### src/rtl/reg_file_rd_pkg.sv
// Shared constants and types for the 8-bit core register file.
// The top and the scoreboard import this package so they agree on widths.
package reg_file_rd_pkg;

  localparam int CORE_DATA_W = 8;
  localparam int CORE_NREG   = 4;
  localparam int CORE_ADDR_W = $clog2(CORE_NREG);

  typedef logic [CORE_ADDR_W-1:0] reg_idx_t;
  typedef logic [CORE_DATA_W-1:0] reg_data_t;

  localparam reg_data_t RESET_VAL = '0;

endpackage : reg_file_rd_pkg

### src/rtl/reg_scoreboard.sv
// Busy scoreboard for the register file: one pending-write bit per register,
// plus the read-after-write hazard test for both source operands.
module reg_scoreboard
  import reg_file_rd_pkg::*;
#(
  parameter int NREG   = CORE_NREG,
  parameter int ADDR_W = CORE_ADDR_W
) (
  input  logic              clk,
  input  logic              rst_n,
  input  logic [ADDR_W-1:0] rs1_addr_i,
  input  logic [ADDR_W-1:0] rs2_addr_i,
  input  logic              issue_en_i,
  input  logic [ADDR_W-1:0] issue_dest_i,
  input  logic              wb_en_i,
  input  logic [ADDR_W-1:0] wb_addr_i,
  output logic [NREG-1:0]   busy_vec_o,
  output logic              haz_rs1_o,
  output logic              haz_rs2_o
);

  logic [NREG-1:0] busy_q, busy_d;

  // NOTE: every variable written in always_comb gets a default first, so no
  // path through the block can leave it unassigned and infer a latch.
  always_comb begin
    busy_d = busy_q;
    if (wb_en_i) begin
      busy_d[wb_addr_i] = 1'b0;
    end
    // Applied after the clear, so a new producer supersedes a retiring one.
    if (issue_en_i) begin
      busy_d[issue_dest_i] = 1'b1;
    end
  end

  // NOTE: sequential state uses non-blocking assignments so every flop
  // samples its inputs from before the edge, independent of block order.
  always_ff @(posedge clk or negedge rst_n) begin
    if (!rst_n) begin
      busy_q <= '0;
    end else begin
      busy_q <= busy_d;
    end
  end

  // Hazards use the pre-issue vector: an instruction never waits on itself.
  assign haz_rs1_o = busy_q[rs1_addr_i] && !(wb_en_i && (wb_addr_i == rs1_addr_i));
  assign haz_rs2_o = busy_q[rs2_addr_i] && !(wb_en_i && (wb_addr_i == rs2_addr_i));

  assign busy_vec_o = busy_q;

endmodule : reg_scoreboard

### src/rtl/reg_file_rd.sv
// Register file read side: architectural storage, writeback-to-read bypass,
// registered two-operand read with one-cycle latency, and RAW stall.
module reg_file_rd
  import reg_file_rd_pkg::*;
#(
  parameter int DATA_W = CORE_DATA_W,
  parameter int NREG   = CORE_NREG,
  parameter int ADDR_W = CORE_ADDR_W
) (
  input  logic              CLK,
  input  logic              RST_N,
  input  logic              Rd_Req,
  input  logic [ADDR_W-1:0] Rs1_Addr,
  input  logic [ADDR_W-1:0] Rs2_Addr,
  input  logic              Issue_En,
  input  logic [ADDR_W-1:0] Issue_Dest,
  input  logic              WB_En,
  input  logic [ADDR_W-1:0] WB_Addr,
  input  logic [DATA_W-1:0] WB_Data,
  output logic              Stall,
  output logic              Rd_Valid,
  output logic [DATA_W-1:0] Rs1_Data,
  output logic [DATA_W-1:0] Rs2_Data,
  output logic [NREG-1:0]   Busy_Vec
);

  logic [DATA_W-1:0] regs_q [NREG];
  logic              rd_valid_q;
  logic [DATA_W-1:0] rs1_data_q, rs2_data_q;
  logic [DATA_W-1:0] rs1_byp, rs2_byp;
  logic              haz_rs1, haz_rs2;
  logic              accept;

  reg_scoreboard #(
    .NREG   (NREG),
    .ADDR_W (ADDR_W)
  ) u_scoreboard (
    .clk          (CLK),
    .rst_n        (RST_N),
    .rs1_addr_i   (Rs1_Addr),
    .rs2_addr_i   (Rs2_Addr),
    .issue_en_i   (Issue_En),
    .issue_dest_i (Issue_Dest),
    .wb_en_i      (WB_En),
    .wb_addr_i    (WB_Addr),
    .busy_vec_o   (Busy_Vec),
    .haz_rs1_o    (haz_rs1),
    .haz_rs2_o    (haz_rs2)
  );

  assign Stall  = Rd_Req && (haz_rs1 || haz_rs2);
  assign accept = Rd_Req && !Stall;

  // A writeback landing this cycle is forwarded ahead of the stored copy.
  always_comb begin
    rs1_byp = regs_q[Rs1_Addr];
    rs2_byp = regs_q[Rs2_Addr];
    if (WB_En && (WB_Addr == Rs1_Addr)) begin
      rs1_byp = WB_Data;
    end
    if (WB_En && (WB_Addr == Rs2_Addr)) begin
      rs2_byp = WB_Data;
    end
  end

  // NOTE: the storage array is small and architecturally visible, so it is
  // reset with the rest of the state; larger arrays would normally not be.
  always_ff @(posedge CLK or negedge RST_N) begin
    if (!RST_N) begin
      for (int i = 0; i < NREG; i++) begin
        regs_q[i] <= DATA_W'(RESET_VAL);
      end
    end else if (WB_En) begin
      regs_q[WB_Addr] <= WB_Data;
    end
  end

  // Operand registers hold their last value when nothing is accepted.
  always_ff @(posedge CLK or negedge RST_N) begin
    if (!RST_N) begin
      rd_valid_q <= 1'b0;
      rs1_data_q <= DATA_W'(RESET_VAL);
      rs2_data_q <= DATA_W'(RESET_VAL);
    end else begin
      rd_valid_q <= accept;
      if (accept) begin
        rs1_data_q <= rs1_byp;
        rs2_data_q <= rs2_byp;
      end
    end
  end

  assign Rd_Valid = rd_valid_q;
  assign Rs1_Data = rs1_data_q;
  assign Rs2_Data = rs2_data_q;

endmodule : reg_file_rd

### config.mk
export PLATFORM = sky130hd
export DESIGN_NAME = reg_file_rd
export DESIGN_NICKNAME = d
export VERILOG_FILES = /design/src/rtl/reg_file_rd_pkg.sv /design/src/rtl/reg_scoreboard.sv /design/src/rtl/reg_file_rd.sv
export SDC_FILE = /design/constraint.sdc
export NUM_CORES = 1
export LEC_CHECK = 0
export ABC_AREA = 1
export ABC_CLOCK_PERIOD_IN_PS = 1600
export CORE_ASPECT_RATIO = 0.8
export CORE_UTILIZATION = 56
export CTS_BUF_LIST = sky130_fd_sc_hd__clkbuf_8
export CTS_CLUSTER_DIAMETER = 50
export DETAILED_ROUTE_END_ITERATION = 8
export HOLD_SLACK_MARGIN = 0.02
export PLACE_DENSITY = 0.82
export SYNTH_ARGS = -nofsm -noshare
export SYNTH_HDL_FRONTEND = slang
export SYNTH_SLANG_ARGS = --single-unit
### constraint.sdc
create_clock -name CLK -period 1.6 [get_ports CLK]
set_clock_uncertainty 0.15 [all_clocks]
set_input_delay 0.24 -clock CLK [delete_from_list [all_inputs] [get_ports CLK]]
set_output_delay 0.24 -clock CLK [all_outputs]
set_load 0.01 [all_outputs]
==> results.txt <==
----------------------------------------------------
[Layout]
  Synthesis-to-finish area growth ... 29.3%
  Nets@finish ... 471
  Number of standard cells in the layout, taps in and fillers out ... 511
  Footprint of the multi-input gates ... 0.00138 mm2
  Layout cell share with drive strength beyond 1 ... 0.171
  Storage element area ... 0.00133 mm2
  Total of fill cells in the finished design ... 344
  Core utilization of the finished layout ... 0.775
  Number of diodes added for antenna fixing ... 0

[Placement]
  # port buffers ... 42
  # placed instances ... 498
  Detail Placement HPWL ... approximately 5400 um
  Post-Place Setup Slack ... -0.692 ns
  Routability congestion estimate from global placement ... 0.921

[Route]
  Total via count after detailed routing ... ~3000
  Sum of routed wire length over all layers ... 8290 um
  Remaining design rule violation count ... 0
  Avg WL per Cell ... approximately 16 um
  Via density ... just under 6
  Number of nets still failing antenna checks after routing ... 0
  Length of the first detailed-routing pass in iterations ... 5
  Detailed Route Iter0 Violations ... 368

[Outcome]
  Status ... finished, violations left
  Violated checks ... setup timing

[Worst setup path]
  Terminus of the critical flop-to-flop path ... Rs2_Data[6]
  Internal reg-to-reg setup slack ... -0.03 ns
  Worst-path maximum fanout ... 3
  WP data required ... 1.21 ns
  Element type at the critical path end ... output pin
  CP Data Arrival Time ... around 1.3 ns
  Startpoint class of the critical path ... register
  Worst r2r path cells ... 10
  Critical path type ... register to output pin
  RR Startpoint ... u_scoreboard.busy_vec_o[2]

[STA]
  Final worst path period need ... around 1.7 ns
  Number of failing hold endpoints at the final stage ... 0
  Sum of negative setup slack ... -0.299 ns
  Tcrit/Tclk final ... 1.06
  Achievable Freq ... 0.591 GHz
  Worst-Margin Slew ... 0.545 ns
  Worst slew margin relative to its limit ... 0.636
  Unrepaired setup endpoints after global routing ... yes
  Final setup viols ... 9
  Post-route worst setup slack ... -0.0917 ns
  Max Transition Viols Final ... 0

[Logic synthesis]
  Post-synthesis share of cell area spent on xor and xnor gates ... 0
  Dominant combinational cell family by area after synthesis ... simple AND/OR/NAND/NOR gates
  Share of the synthesized area in the top cell type ... 0.470
  Instance count of the mapped netlist ... 380
  Post-Syn Nets ... 401
  Leading post-synthesis cells by cell area ... dfrtp_1 (47%), nand2_1 (22%), nand3_1 (9.2%)
  Mean post-synth cell area ... 7.42 um2
  Mux contribution to synthesized area ... 0
  Leading area contributor after synthesis ... dfrtp_1
  Total of flip-flops plus latches after synthesis ... 53
  Post-synthesis share of cell area spent on and, or, nand and nor gates ... 0.365
  Yosys warns ... 0
  Fraction of the mapped netlist area in compound gates ... 0.0958
  Adder-Cell Fraction of Synth Area ... 0
  Distinct cell type count after synthesis ... 20
  Proportion of synthesized chip area in sequential cells ... 0.470
  Cell area after synthesis ... 0.00282 mm2

[Die]
  I/O Pins ... 43
  Row count ... 22
  Starting density of the core ... 0.599
  Horiz. Die Dim ... 81.4 um
  Core area ... between 0.004 and 0.005 mm2
  Height of the die ... approximately 65 um
  Floorplan die area ... 0.00533 mm2

[Power]
  Reported leakage power ... 1.90 nW
  Power density over the cells ... 1060 mW/mm2
  Peak ir drop on the vdd network ... 651 uV
  Post-layout power ... 3.87 mW

[Clocking]
  CTS tree ... built
  Clock root buffer master ... clkbuf_8
  Later-pin clock latency in the skew report ... 0.32 ns
  Clock Tree Buf Depth ... 2
  TritonCTS buffer count ... 5
  Reg clk slew, reported paths ... 0.10 ns
  H-tree levels ... 2
  Number of sinks on the clock net ... 53

[GRT]
  All-layer global routing usage ... 0.330
  Maximum number of pins on one net before global-route repair ... 22
  Grt ovf ... 0
  Global-route wire length before repair ... 13000 um
  Via count of the first global-routing pass ... 2886
  Number of antenna violations at the first check in global routing ... 0

[Run]
  Number of max-cap violations ... 0

[Worst hold path]
  Worst hold path type ... primary input to async pin

----------------------------------------------------
-- worst max-delay path: stages (launching register included) --
cell and delay [ns]:
dfrtp_1 0.35, inv_1 0.08, nand2_1 0.10, nand3_2 0.08, nand2_2 0.09, nand2_4 0.06, a21oi_2 0.10, buf_2 0.13
-- routing by layer --
metal | global-route usage | vias to the layer above | routed length (um)
li1 | - | 1365 | -
met1 | 0.409 | 1399 | 3190
met2 | 0.531 | 195 | 3890
met3 | 0.0722 | 46 | 860
met4 | 0.183 | 0 | 349
met5 | 0 | - | 0
-- cell usage in the layout, fill, tap and decap left out, drive strengths merged --
cell	instances
clkdlybuf4s50	12
nor2	7
bufinv	1
o22ai	4
dfrtp	53
a21oi	1
dlymetal6s2s	3
dlygate4sd2	25
clkbuf	5
clkinv	1
nand3	56
buf	35
o21ai	48
nand2	173
dlygate4sd3	1
inv	25
clkinvlp	1
-- logic make-up (layout without fill, tap and decap cells) --
group	after synthesis	in the layout
compound gates	53	53
buf+inv	41	109
simple gates	233	236
flops	53	53
-- sequential cells by signal, indices dropped and copies added (netlist names) --
register,cells
Rd_Valid,1
regs_q,32
u_scoreboard.busy_vec_o,4
Rs2_Data,8
Rs1_Data,8
-- Yosys cell counts (all sizes together) --
cell,instances
nor2,5
a21oi,1
o21ai,48
o22ai,4
buf,9
dfrtp,53
nand2,173
clkbuf,7
nand3,55
bufinv,1
inv,24
-- through the flow --
step                hold slack (ns)  area, um2
detailed placement           0.0426       3490
floorplan                    -0.206       2820
global route                  0.261       3650
finish                        0.240       3650
global placement             0.0414       3490
CTS                           0.232       3570
-- cell type report --
class,count,share of cell area
sequential,53,0.364
multi-input combinational,289,0.377
tap,60,0.0206
clock inverter,3,0.00686
timing repair buffer,76,0.183
clock buffer,5,0.0189
inverter,25,0.0295
-- how the worst max path moves through the flow --
stage                          startpoint           to  slack [ns]  cells after the start
2_1_floorplan  u_scoreboard.busy_vec_o[1]  Rs1_Data[3]        0.20                      9
3_3_place_gp                  Rs2_Addr[0]        Stall       -0.63                      8
3_5_place_dp                  Rs2_Addr[0]        Stall       -0.69                      8
4_1_cts        u_scoreboard.busy_vec_o[2]        Stall       -0.08                      7
5_1_grt        u_scoreboard.busy_vec_o[2]        Stall       -0.18                      7
6_report       u_scoreboard.busy_vec_o[2]        Stall       -0.09                      7
-- timing repair --
action,CTS,global route
pin swaps,4,2
hold buffers,1,0
buffers inserted,0,1
gates cloned,0,3
setup endpoints to repair,35,20
gates resized for setup,36,11
endpoints found under the hold margin,28,0
-- power breakdown --
group / leakage (nW) / internal [mW] / switching (mW)
logic: 1.20 / 0.549 / 0.709
clock network: 0.0447 / 0.317 / 0.469
registers: 0.661 / 1.63 / 0.197
total: 1.90 / 2.50 / 1.38
Power figures use the tool's default switching activity.
